`src/rtl/lsu_ctrl_if.sv`:
```
// lsu_ctrl_if: request/response and data-memory bus of the load/store unit.
//
// Request channel : req_valid, req_ready, req_we, req_addr, req_wdata,
//                   req_size, req_sext
// Response channel: rsp_valid, rsp_rdata, rsp_err
// Memory channel  : mem_address, mem_data_in, mem_wr_en, mem_size,
//                   mem_sz_ex, mem_data_out
//
// Modports:
//   slave  - the lsu_ctrl block itself
//   master - its environment (core execute stage plus the data memory)
interface lsu_ctrl_if;
    logic        req_valid;
    logic        req_ready;
    logic        req_we;
    logic [31:0] req_addr;
    logic [31:0] req_wdata;
    logic [1:0]  req_size;
    logic        req_sext;

    logic        rsp_valid;
    logic [31:0] rsp_rdata;
    logic        rsp_err;

    logic [31:0] mem_address;
    logic [31:0] mem_data_in;
    logic        mem_wr_en;
    logic [1:0]  mem_size;
    logic        mem_sz_ex;
    logic [31:0] mem_data_out;

    modport slave (
        input  req_valid, req_we, req_addr, req_wdata, req_size, req_sext,
        output req_ready,
        output rsp_valid, rsp_rdata, rsp_err,
        output mem_address, mem_data_in, mem_wr_en, mem_size, mem_sz_ex,
        input  mem_data_out
    );

    modport master (
        output req_valid, req_we, req_addr, req_wdata, req_size, req_sext,
        input  req_ready,
        input  rsp_valid, rsp_rdata, rsp_err,
        input  mem_address, mem_data_in, mem_wr_en, mem_size, mem_sz_ex,
        output mem_data_out
    );
endinterface

```
`src/rtl/lsu_ctrl.sv`:
```
// lsu_ctrl: load/store initiator between the execute stage and a
// byte-addressable data memory. One request at a time; the result is
// returned on a single-cycle response strobe.
//
// Ports:
//   clk  - clock, rising edge
//   rst  - asynchronous active-low reset
//   bus  - lsu_ctrl_if.slave: request (req_*), response (rsp_*) and
//          memory (mem_*) channels
//
// Parameters:
//   MEM_BYTES - memory size in bytes; valid addresses 0..MEM_BYTES-1
//
// Build option:
//   LSU_SPLIT_EN - when defined, misaligned half/word accesses are split
//                  into sequential byte accesses and reassembled. When
//                  undefined they are rejected with rsp_err.
//
// Latency from handshake cycle T: aligned access in T+1, response T+2;
// split access bytes in T+1..T+n, response T+n+1; error response T+1.
module lsu_ctrl #(
    parameter int unsigned MEM_BYTES = 64
) (
    input  logic      clk,
    input  logic      rst,
    lsu_ctrl_if.slave bus
);

`ifdef LSU_SPLIT_EN
    typedef enum logic [1:0] {
        IDLE   = 2'd0,
        SINGLE = 2'd1,
        SPLIT  = 2'd2,
        RESP   = 2'd3
    } state_t;
`else
    typedef enum logic [1:0] {
        IDLE   = 2'd0,
        SINGLE = 2'd1,
        RESP   = 2'd3
    } state_t;
`endif

    state_t state;

    logic        we_q;

    logic        req_ready_q;
    logic        rsp_valid_q;
    logic        rsp_err_q;
    logic [31:0] rsp_rdata_q;

    logic [31:0] mem_address_q;
    logic [31:0] mem_data_in_q;
    logic        mem_wr_en_q;
    logic [1:0]  mem_size_q;
    logic        mem_sz_ex_q;

    // Request decode
    logic [2:0]  req_nbytes;
    logic [32:0] req_last;
    logic        req_bad;
    logic        req_misaligned;

    always_comb begin
        req_nbytes = 3'd1;
        case (bus.req_size)
            2'b01:   req_nbytes = 3'd2;
            2'b10:   req_nbytes = 3'd4;
            default: req_nbytes = 3'd1;
        endcase
        // 33-bit sum so an address near 2^32 cannot wrap into range
        req_last = {1'b0, bus.req_addr} + {30'b0, req_nbytes} - 33'd1;
        req_bad  = (bus.req_size == 2'b11) || (req_last >= 33'(MEM_BYTES));
        req_misaligned = ((bus.req_size == 2'b01) && bus.req_addr[0]) ||
                         ((bus.req_size == 2'b10) && (bus.req_addr[1:0] != 2'b00));
    end

`ifdef LSU_SPLIT_EN
    logic [31:0] addr_q;
    logic [31:0] wdata_q;
    logic [1:0]  size_q;
    logic        sext_q;
    logic [1:0]  idx_q;
    logic [31:0] result_q;

    logic [1:0]  idx_nxt;
    logic        split_last;
    logic [31:0] split_bytes;
    logic [31:0] split_final;

    always_comb begin
        idx_nxt    = idx_q + 2'd1;
        split_last = (size_q == 2'b01) ? (idx_q == 2'd1) : (idx_q == 2'd3);
        // Result including the byte being read this cycle, so the final
        // response does not need an extra cycle to fold it in.
        split_bytes = result_q;
        split_bytes[{idx_q, 3'b000} +: 8] = bus.mem_data_out[7:0];
        split_final = split_bytes;
        if (size_q == 2'b01) begin
            split_final[31:16] = {16{sext_q & split_bytes[15]}};
        end
    end
`endif

    always_ff @(posedge clk or negedge rst) begin
        if (!rst) begin
            state         <= IDLE;
            we_q          <= 1'b0;
            req_ready_q   <= 1'b0;
            rsp_valid_q   <= 1'b0;
            rsp_err_q     <= 1'b0;
            rsp_rdata_q   <= '0;
            mem_address_q <= '0;
            mem_data_in_q <= '0;
            mem_wr_en_q   <= 1'b0;
            mem_size_q    <= '0;
            mem_sz_ex_q   <= 1'b0;
`ifdef LSU_SPLIT_EN
            addr_q        <= '0;
            wdata_q       <= '0;
            size_q        <= '0;
            sext_q        <= 1'b0;
            idx_q         <= '0;
            result_q      <= '0;
`endif
        end else begin
            case (state)
                IDLE: begin
                    req_ready_q <= 1'b1;
                    rsp_valid_q <= 1'b0;
                    rsp_err_q   <= 1'b0;
                    rsp_rdata_q <= '0;
                    if (bus.req_valid && req_ready_q) begin
                        req_ready_q <= 1'b0;
                        we_q        <= bus.req_we;
`ifdef LSU_SPLIT_EN
                        addr_q      <= bus.req_addr;
                        wdata_q     <= bus.req_wdata;
                        size_q      <= bus.req_size;
                        sext_q      <= bus.req_sext;
                        idx_q       <= '0;
                        result_q    <= '0;
`endif
                        if (req_bad) begin
                            state       <= RESP;
                            rsp_valid_q <= 1'b1;
                            rsp_err_q   <= 1'b1;
                        end else if (!req_misaligned) begin
                            state         <= SINGLE;
                            mem_address_q <= bus.req_addr;
                            mem_data_in_q <= bus.req_wdata;
                            mem_wr_en_q   <= bus.req_we;
                            mem_size_q    <= bus.req_size;
                            mem_sz_ex_q   <= bus.req_sext;
                        end else begin
`ifdef LSU_SPLIT_EN
                            state         <= SPLIT;
                            mem_address_q <= bus.req_addr;
                            mem_data_in_q <= {24'b0, bus.req_wdata[7:0]};
                            mem_wr_en_q   <= bus.req_we;
                            mem_size_q    <= 2'b00;
                            mem_sz_ex_q   <= 1'b0;
`else
                            state       <= RESP;
                            rsp_valid_q <= 1'b1;
                            rsp_err_q   <= 1'b1;
`endif
                        end
                    end
                end

                SINGLE: begin
                    state         <= RESP;
                    rsp_valid_q   <= 1'b1;
                    rsp_err_q     <= 1'b0;
                    rsp_rdata_q   <= we_q ? '0 : bus.mem_data_out;
                    mem_address_q <= '0;
                    mem_data_in_q <= '0;
                    mem_wr_en_q   <= 1'b0;
                    mem_size_q    <= '0;
                    mem_sz_ex_q   <= 1'b0;
                end

`ifdef LSU_SPLIT_EN
                SPLIT: begin
                    if (!we_q) begin
                        result_q <= split_bytes;
                    end
                    if (split_last) begin
                        state         <= RESP;
                        rsp_valid_q   <= 1'b1;
                        rsp_err_q     <= 1'b0;
                        rsp_rdata_q   <= we_q ? '0 : split_final;
                        mem_address_q <= '0;
                        mem_data_in_q <= '0;
                        mem_wr_en_q   <= 1'b0;
                        mem_size_q    <= '0;
                        mem_sz_ex_q   <= 1'b0;
                    end else begin
                        idx_q         <= idx_nxt;
                        mem_address_q <= addr_q + {30'b0, idx_nxt};
                        mem_data_in_q <= {24'b0, wdata_q[{idx_nxt, 3'b000} +: 8]};
                    end
                end
`endif

                RESP: begin
                    state       <= IDLE;
                    req_ready_q <= 1'b1;
                    rsp_valid_q <= 1'b0;
                    rsp_err_q   <= 1'b0;
                    rsp_rdata_q <= '0;
                end

                default: begin
                    state <= IDLE;
                end
            endcase
        end
    end

    assign bus.req_ready   = req_ready_q;
    assign bus.rsp_valid   = rsp_valid_q;
    assign bus.rsp_err     = rsp_err_q;
    assign bus.rsp_rdata   = rsp_rdata_q;
    assign bus.mem_address = mem_address_q;
    assign bus.mem_data_in = mem_data_in_q;
    assign bus.mem_wr_en   = mem_wr_en_q;
    assign bus.mem_size    = mem_size_q;
    assign bus.mem_sz_ex   = mem_sz_ex_q;

endmodule

```
`src/flat_wrapper.sv`:
```
// flat-port wrapper written by rule: the top's interface ports become plain ports
module lsu_ctrl_flat 
#(
    parameter int unsigned MEM_BYTES = 64
)
  (clk, rst, bus_req_valid, bus_req_we, bus_req_addr, bus_req_wdata, bus_req_size, bus_req_sext, bus_req_ready, bus_rsp_valid, bus_rsp_rdata, bus_rsp_err, bus_mem_address, bus_mem_data_in, bus_mem_wr_en, bus_mem_size, bus_mem_sz_ex, bus_mem_data_out);
  lsu_ctrl_if bus_i ();
  input  logic clk;
  input  logic rst;
  input wire logic [$bits(bus_i.req_valid)-1:0] bus_req_valid;
  input wire logic [$bits(bus_i.req_we)-1:0] bus_req_we;
  input wire logic [$bits(bus_i.req_addr)-1:0] bus_req_addr;
  input wire logic [$bits(bus_i.req_wdata)-1:0] bus_req_wdata;
  input wire logic [$bits(bus_i.req_size)-1:0] bus_req_size;
  input wire logic [$bits(bus_i.req_sext)-1:0] bus_req_sext;
  output wire logic [$bits(bus_i.req_ready)-1:0] bus_req_ready;
  output wire logic [$bits(bus_i.rsp_valid)-1:0] bus_rsp_valid;
  output wire logic [$bits(bus_i.rsp_rdata)-1:0] bus_rsp_rdata;
  output wire logic [$bits(bus_i.rsp_err)-1:0] bus_rsp_err;
  output wire logic [$bits(bus_i.mem_address)-1:0] bus_mem_address;
  output wire logic [$bits(bus_i.mem_data_in)-1:0] bus_mem_data_in;
  output wire logic [$bits(bus_i.mem_wr_en)-1:0] bus_mem_wr_en;
  output wire logic [$bits(bus_i.mem_size)-1:0] bus_mem_size;
  output wire logic [$bits(bus_i.mem_sz_ex)-1:0] bus_mem_sz_ex;
  input wire logic [$bits(bus_i.mem_data_out)-1:0] bus_mem_data_out;
  assign bus_i.req_valid = bus_req_valid;
  assign bus_i.req_we = bus_req_we;
  assign bus_i.req_addr = bus_req_addr;
  assign bus_i.req_wdata = bus_req_wdata;
  assign bus_i.req_size = bus_req_size;
  assign bus_i.req_sext = bus_req_sext;
  assign bus_req_ready = bus_i.req_ready;
  assign bus_rsp_valid = bus_i.rsp_valid;
  assign bus_rsp_rdata = bus_i.rsp_rdata;
  assign bus_rsp_err = bus_i.rsp_err;
  assign bus_mem_address = bus_i.mem_address;
  assign bus_mem_data_in = bus_i.mem_data_in;
  assign bus_mem_wr_en = bus_i.mem_wr_en;
  assign bus_mem_size = bus_i.mem_size;
  assign bus_mem_sz_ex = bus_i.mem_sz_ex;
  assign bus_i.mem_data_out = bus_mem_data_out;
  lsu_ctrl #(.MEM_BYTES(MEM_BYTES)) u_core (.clk(clk), .rst(rst), .bus(bus_i));
endmodule
```
`config.mk`:
```
export PLATFORM = sky130hd
export DESIGN_NAME = lsu_ctrl_flat
export DESIGN_NICKNAME = d
export VERILOG_FILES = /design/src/rtl/lsu_ctrl_if.sv /design/src/rtl/lsu_ctrl.sv /design/src/flat_wrapper.sv
export SDC_FILE = /design/constraint.sdc
export NUM_CORES = 1
export LEC_CHECK = 0
export ABC_AREA = 1
export BUFFER_PORTS_ARGS = -buffer_cell sky130_fd_sc_hd__buf_2
export CAP_MARGIN = 10
export CORE_ASPECT_RATIO = 0.75
export CORE_MARGIN = 2
export CORE_UTILIZATION = 45
export CTS_CLUSTER_SIZE = 10
export DETAILED_ROUTE_END_ITERATION = 8
export PLACE_DENSITY = 0.68
export SYNTH_ARGS = -nofsm -noshare
export SYNTH_HDL_FRONTEND = slang
export SYNTH_SLANG_ARGS = --single-unit
```
`constraint.sdc`:
```
create_clock -name clk -period 5.8 [get_ports clk]
set_input_delay 0.29 -clock clk [delete_from_list [all_inputs] [get_ports clk]]
set_output_delay 0.29 -clock clk [all_outputs]
set_load 0.01 [all_outputs]
```
==> flow_summary.toml <==
[setup_path]
critPathKind = "in2reg"
crit_arrival_ns = 3.92
worstPathBufferInverterCount = 7
reg2reg_slack_ns = 3.40
worst_path_most_repeated_cell = "nand2_1"
cpPeakStageDelay_ns = 0.47
crit_path_top_delay_cell = "nand2_2"
crit_path_end_kind = "flop"
timing.reg2reg.worst_path_depth = 7
cell_family_contributing_the_most_delay_on_the_critical_path = "simple AND/OR/NAND/NOR gates"
timing.rr.start = "u_core.state[1]"
worst_ep_required_ns = 6.03
highest_fanout_seen_on_the_critical_path = 43
rr_endpoint = "u_core.bus.mem_data_in[14]"
critical_path.startpoint_type = "primary input"

[place]
place.detailed.instances = 1577
hpwl_um = 16600
port-buffer-count = 205
gpl.final_weighted_congestion = 0.946

[power_and_ir_drop]
leakage_power_total_nw = 5.78
p_sw_share_pct = 45.7
irDropWorstVdd_mv = 0.234
power.net_switching_mw = 1.61
internal_power_mw = 1.92
power.combinational.fraction_pct = 49.5
share_clk_of_total_power_pct = 16.7
seq_power_share_pct = 33.8
p_per_area_mw_per_mm2 = 396

[floorplan]
die-width_um = 153
fp-row-count = 40
effective_utilization_at_floorplan_pct = 46.2
die_area_mm2 = 0.0176
io_pins = 206
core-area_mm2 = 0.0161
die_h_um = 115

[detailed_routing]
drc = 0
detail_route.wirelength_um = 21600
pre_repair_dr_iteration_count = 5
detail_route.vias_per_cell = 4.84
detailedRoute.firstIterationViolations = 519
dr_total_vias = 7727
avgRoutedWirePerCell_um = 13.5
postRouteAntennaNets = 0

[cts]
post_cts_resized = 0
cts_inserted_buffers = 9
number_of_hold_buffers_added_after_cts = 1
h-tree-depth = 3
numClockSinks = 106
tritoncts = "built"
clk_latency_ns = 0.35
clk_pin_slew_worst_paths_ns = 0.07
post-cts-setup-buffer-count = 0
cts_buffer_depth = 2
cts_root_buffer = "clkbuf_16"

[synthesis]
postSynthNetCount = 1339
synth_area_mm2 = 0.00745
synthesis.yosys.warnings = 0
yosysTopAreaCell = "dfrtp_1"
mean_post_synth_cell_area_um2 = 6.25
synth_cells = 1193
synth.area.top_cells = "dfrtp_1 (36%), nand2_1 (24%), inv_1 (11%)"
synth.distinct_cells = 29
synth-seq-cells = 106
synth_largest_type_area_fraction_pct = 35.6
register_area_share_after_synthesis_pct = 35.6

[global_routing]
first_global_vias = 6887
total_global_route_track_usage_pct = 24.0
wire_length_of_the_first_global_routing_pass_um = 34500
antenna_violations_before_repair = 2
globalRouteOverflowTotal = 0
grt_start_max_net_pins = 72

[final_layout]
area_delta_synth_final_pct = 19.6
final_nets = 1525
fill_cells = 1688
post_layout_nonfiller_instances = 1595
fraction_of_layout_instances_using_a_drive_strength_above_1_pct = 17.0

[flow_run]
drv.max_cap_violation_count = 0

[timing]
max_slew_margin_pct = 32.1
final.setup.tns_ns = 0
grt_setup_unrepaired = "no"
finalCriticalPeriod_ns = 3.69
timing.final.max_slew_violations = 0
max_slew.worst_pin.slew_ns = 1.02
period_share_pct = 63.5
setup_viol = 0
finalHoldViolCount = 0
finalClockSkew_ns = 0.0104
achievable_clock_frequency_mhz = 271

[min_path]
whs_path_depth = 3
worstHoldStart = "bus_mem_data_out[1]"
hold_end = "u_core.bus.rsp_rdata[1]"
worstHoldPathType = "in2reg"

[status]
result_of_the_run = "complete, no violations"
power groups by stage:
stage	Sequential [mW]	Combinational [mW]	Clock (mW)
2_1_floorplan	1.32	1.02	0
4_1_cts	1.19	1.76	0.605
5_1_grt	1.23	1.97	0.635
3_3_place_gp	1.21	1.73	0
3_5_place_dp	1.20	1.76	0
6_report	1.19	1.75	0.589
cell type report:
cell class / instances / area, um^2 / share of cell area, %
inverter: 212 / 796 / 8.93
clock inverter: 6 / 47.5 / 0.533
multi-input combinational: 837 / 3820 / 42.9
sequential: 106 / 2650 / 29.8
tap: 210 / 263 / 2.95
timing repair buffer: 213 / 1090 / 12.2
antenna: 1 / 2.50 / 0.0281
clock buffer: 10 / 239 / 2.68
cells in the mapped netlist, drive strengths merged:
library cell / n
clkinv: 2
o21ai: 9
inv: 210
ha: 42
xor2: 1
a21o: 1
and2: 1
nor2: 130
clkbuf: 23
nand2: 472
nand3: 136
buf: 15
a31oi: 1
nand3b: 6
nand4: 11
nor3: 5
or2: 2
o21bai: 2
a21oi: 17
fa: 1
dfrtp: 106
flip-flops by register name, summed over array words and instances (netlist names):
signal	flops
u_core.bus.mem_data_in	32
u_core.bus.req_ready	1
u_core.bus.rsp_valid	1
u_core.bus.mem_sz_ex	1
u_core.we_q	1
u_core.bus.mem_address	32
u_core.bus.mem_wr_en	1
u_core.bus.rsp_err	1
u_core.bus.rsp_rdata	32
u_core.state	2
u_core.bus.mem_size	2
kinds of logic after synthesis:
family / share of synthesized area (%)
adders and majority gates: 7.32
and+or+nand+nor: 41.7
xor gates and xnor gates: 0.118
buffers and inverters: 13.1
AOI/OAI and AO/OA: 2.13
DFF: 35.6
cells in the final DEF, fill, tap and decap left out, drive strengths merged:
cell type    instances
o21bai               2
nor2               130
ha                  42
nand3b               6
dlygate4sd3          1
nand3              136
fa                   1
dfrtp              106
diode                1
buf                212
clkinv               4
inv                214
a21oi               17
or2                  2
o21ai                9
nand2              472
nand4               11
a21o                 1
nor3                 5
clkbuf              10
a31oi                1
xor2                 1
and2                 1
worst max-delay path by stage:
stage	slack [ns]	start	cells past startpoint	endpoint
CTS	2.16	bus_req_size[1]	27	u_core.bus.mem_data_in[16]
finish	2.11	bus_req_size[1]	26	u_core.bus.mem_data_in[14]
detailed placement	1.79	bus_req_size[1]	26	u_core.bus.mem_data_in[30]
global route	1.70	bus_req_size[0]	26	u_core.bus.mem_data_in[30]
global placement	1.91	bus_req_size[1]	27	u_core.bus.mem_data_in[23]
floorplan	2.85	bus_req_size[1]	26	u_core.bus.mem_data_in[10]
worst min-delay path: cells and delay by family:
family | cells | cell delay [ns]
and+or+nand+nor | 2 | 0.11
buffers and inverters | 1 | 0.07
through the flow:
step	worst slack [ns]	cell area (um^2)	power [mW]	hold WS (ns)	util [%]
after detailed placement	1.79	8620	2.96	0.274	53.5
after global placement	1.91	8620	2.93	0.273	53.5
after global routing	1.70	8910	3.83	0.158	55.3
after CTS	2.16	8910	3.56	0.158	55.3
after floorplan	2.85	7450	2.35	-0.00559	-
final	2.11	8910	3.53	0.164	55.3
layer usage:
layer / up-vias / global-route usage, % / routed length, um
met5: - / 0 / 7
met4: 2 / 5.80 / 330
li1: 3974 / - / -
met3: 26 / 5.09 / 1760
met2: 300 / 35.5 / 8950
met1: 3425 / 36.0 / 10500
No activity file was read; power rests on OpenSTA's default activity.
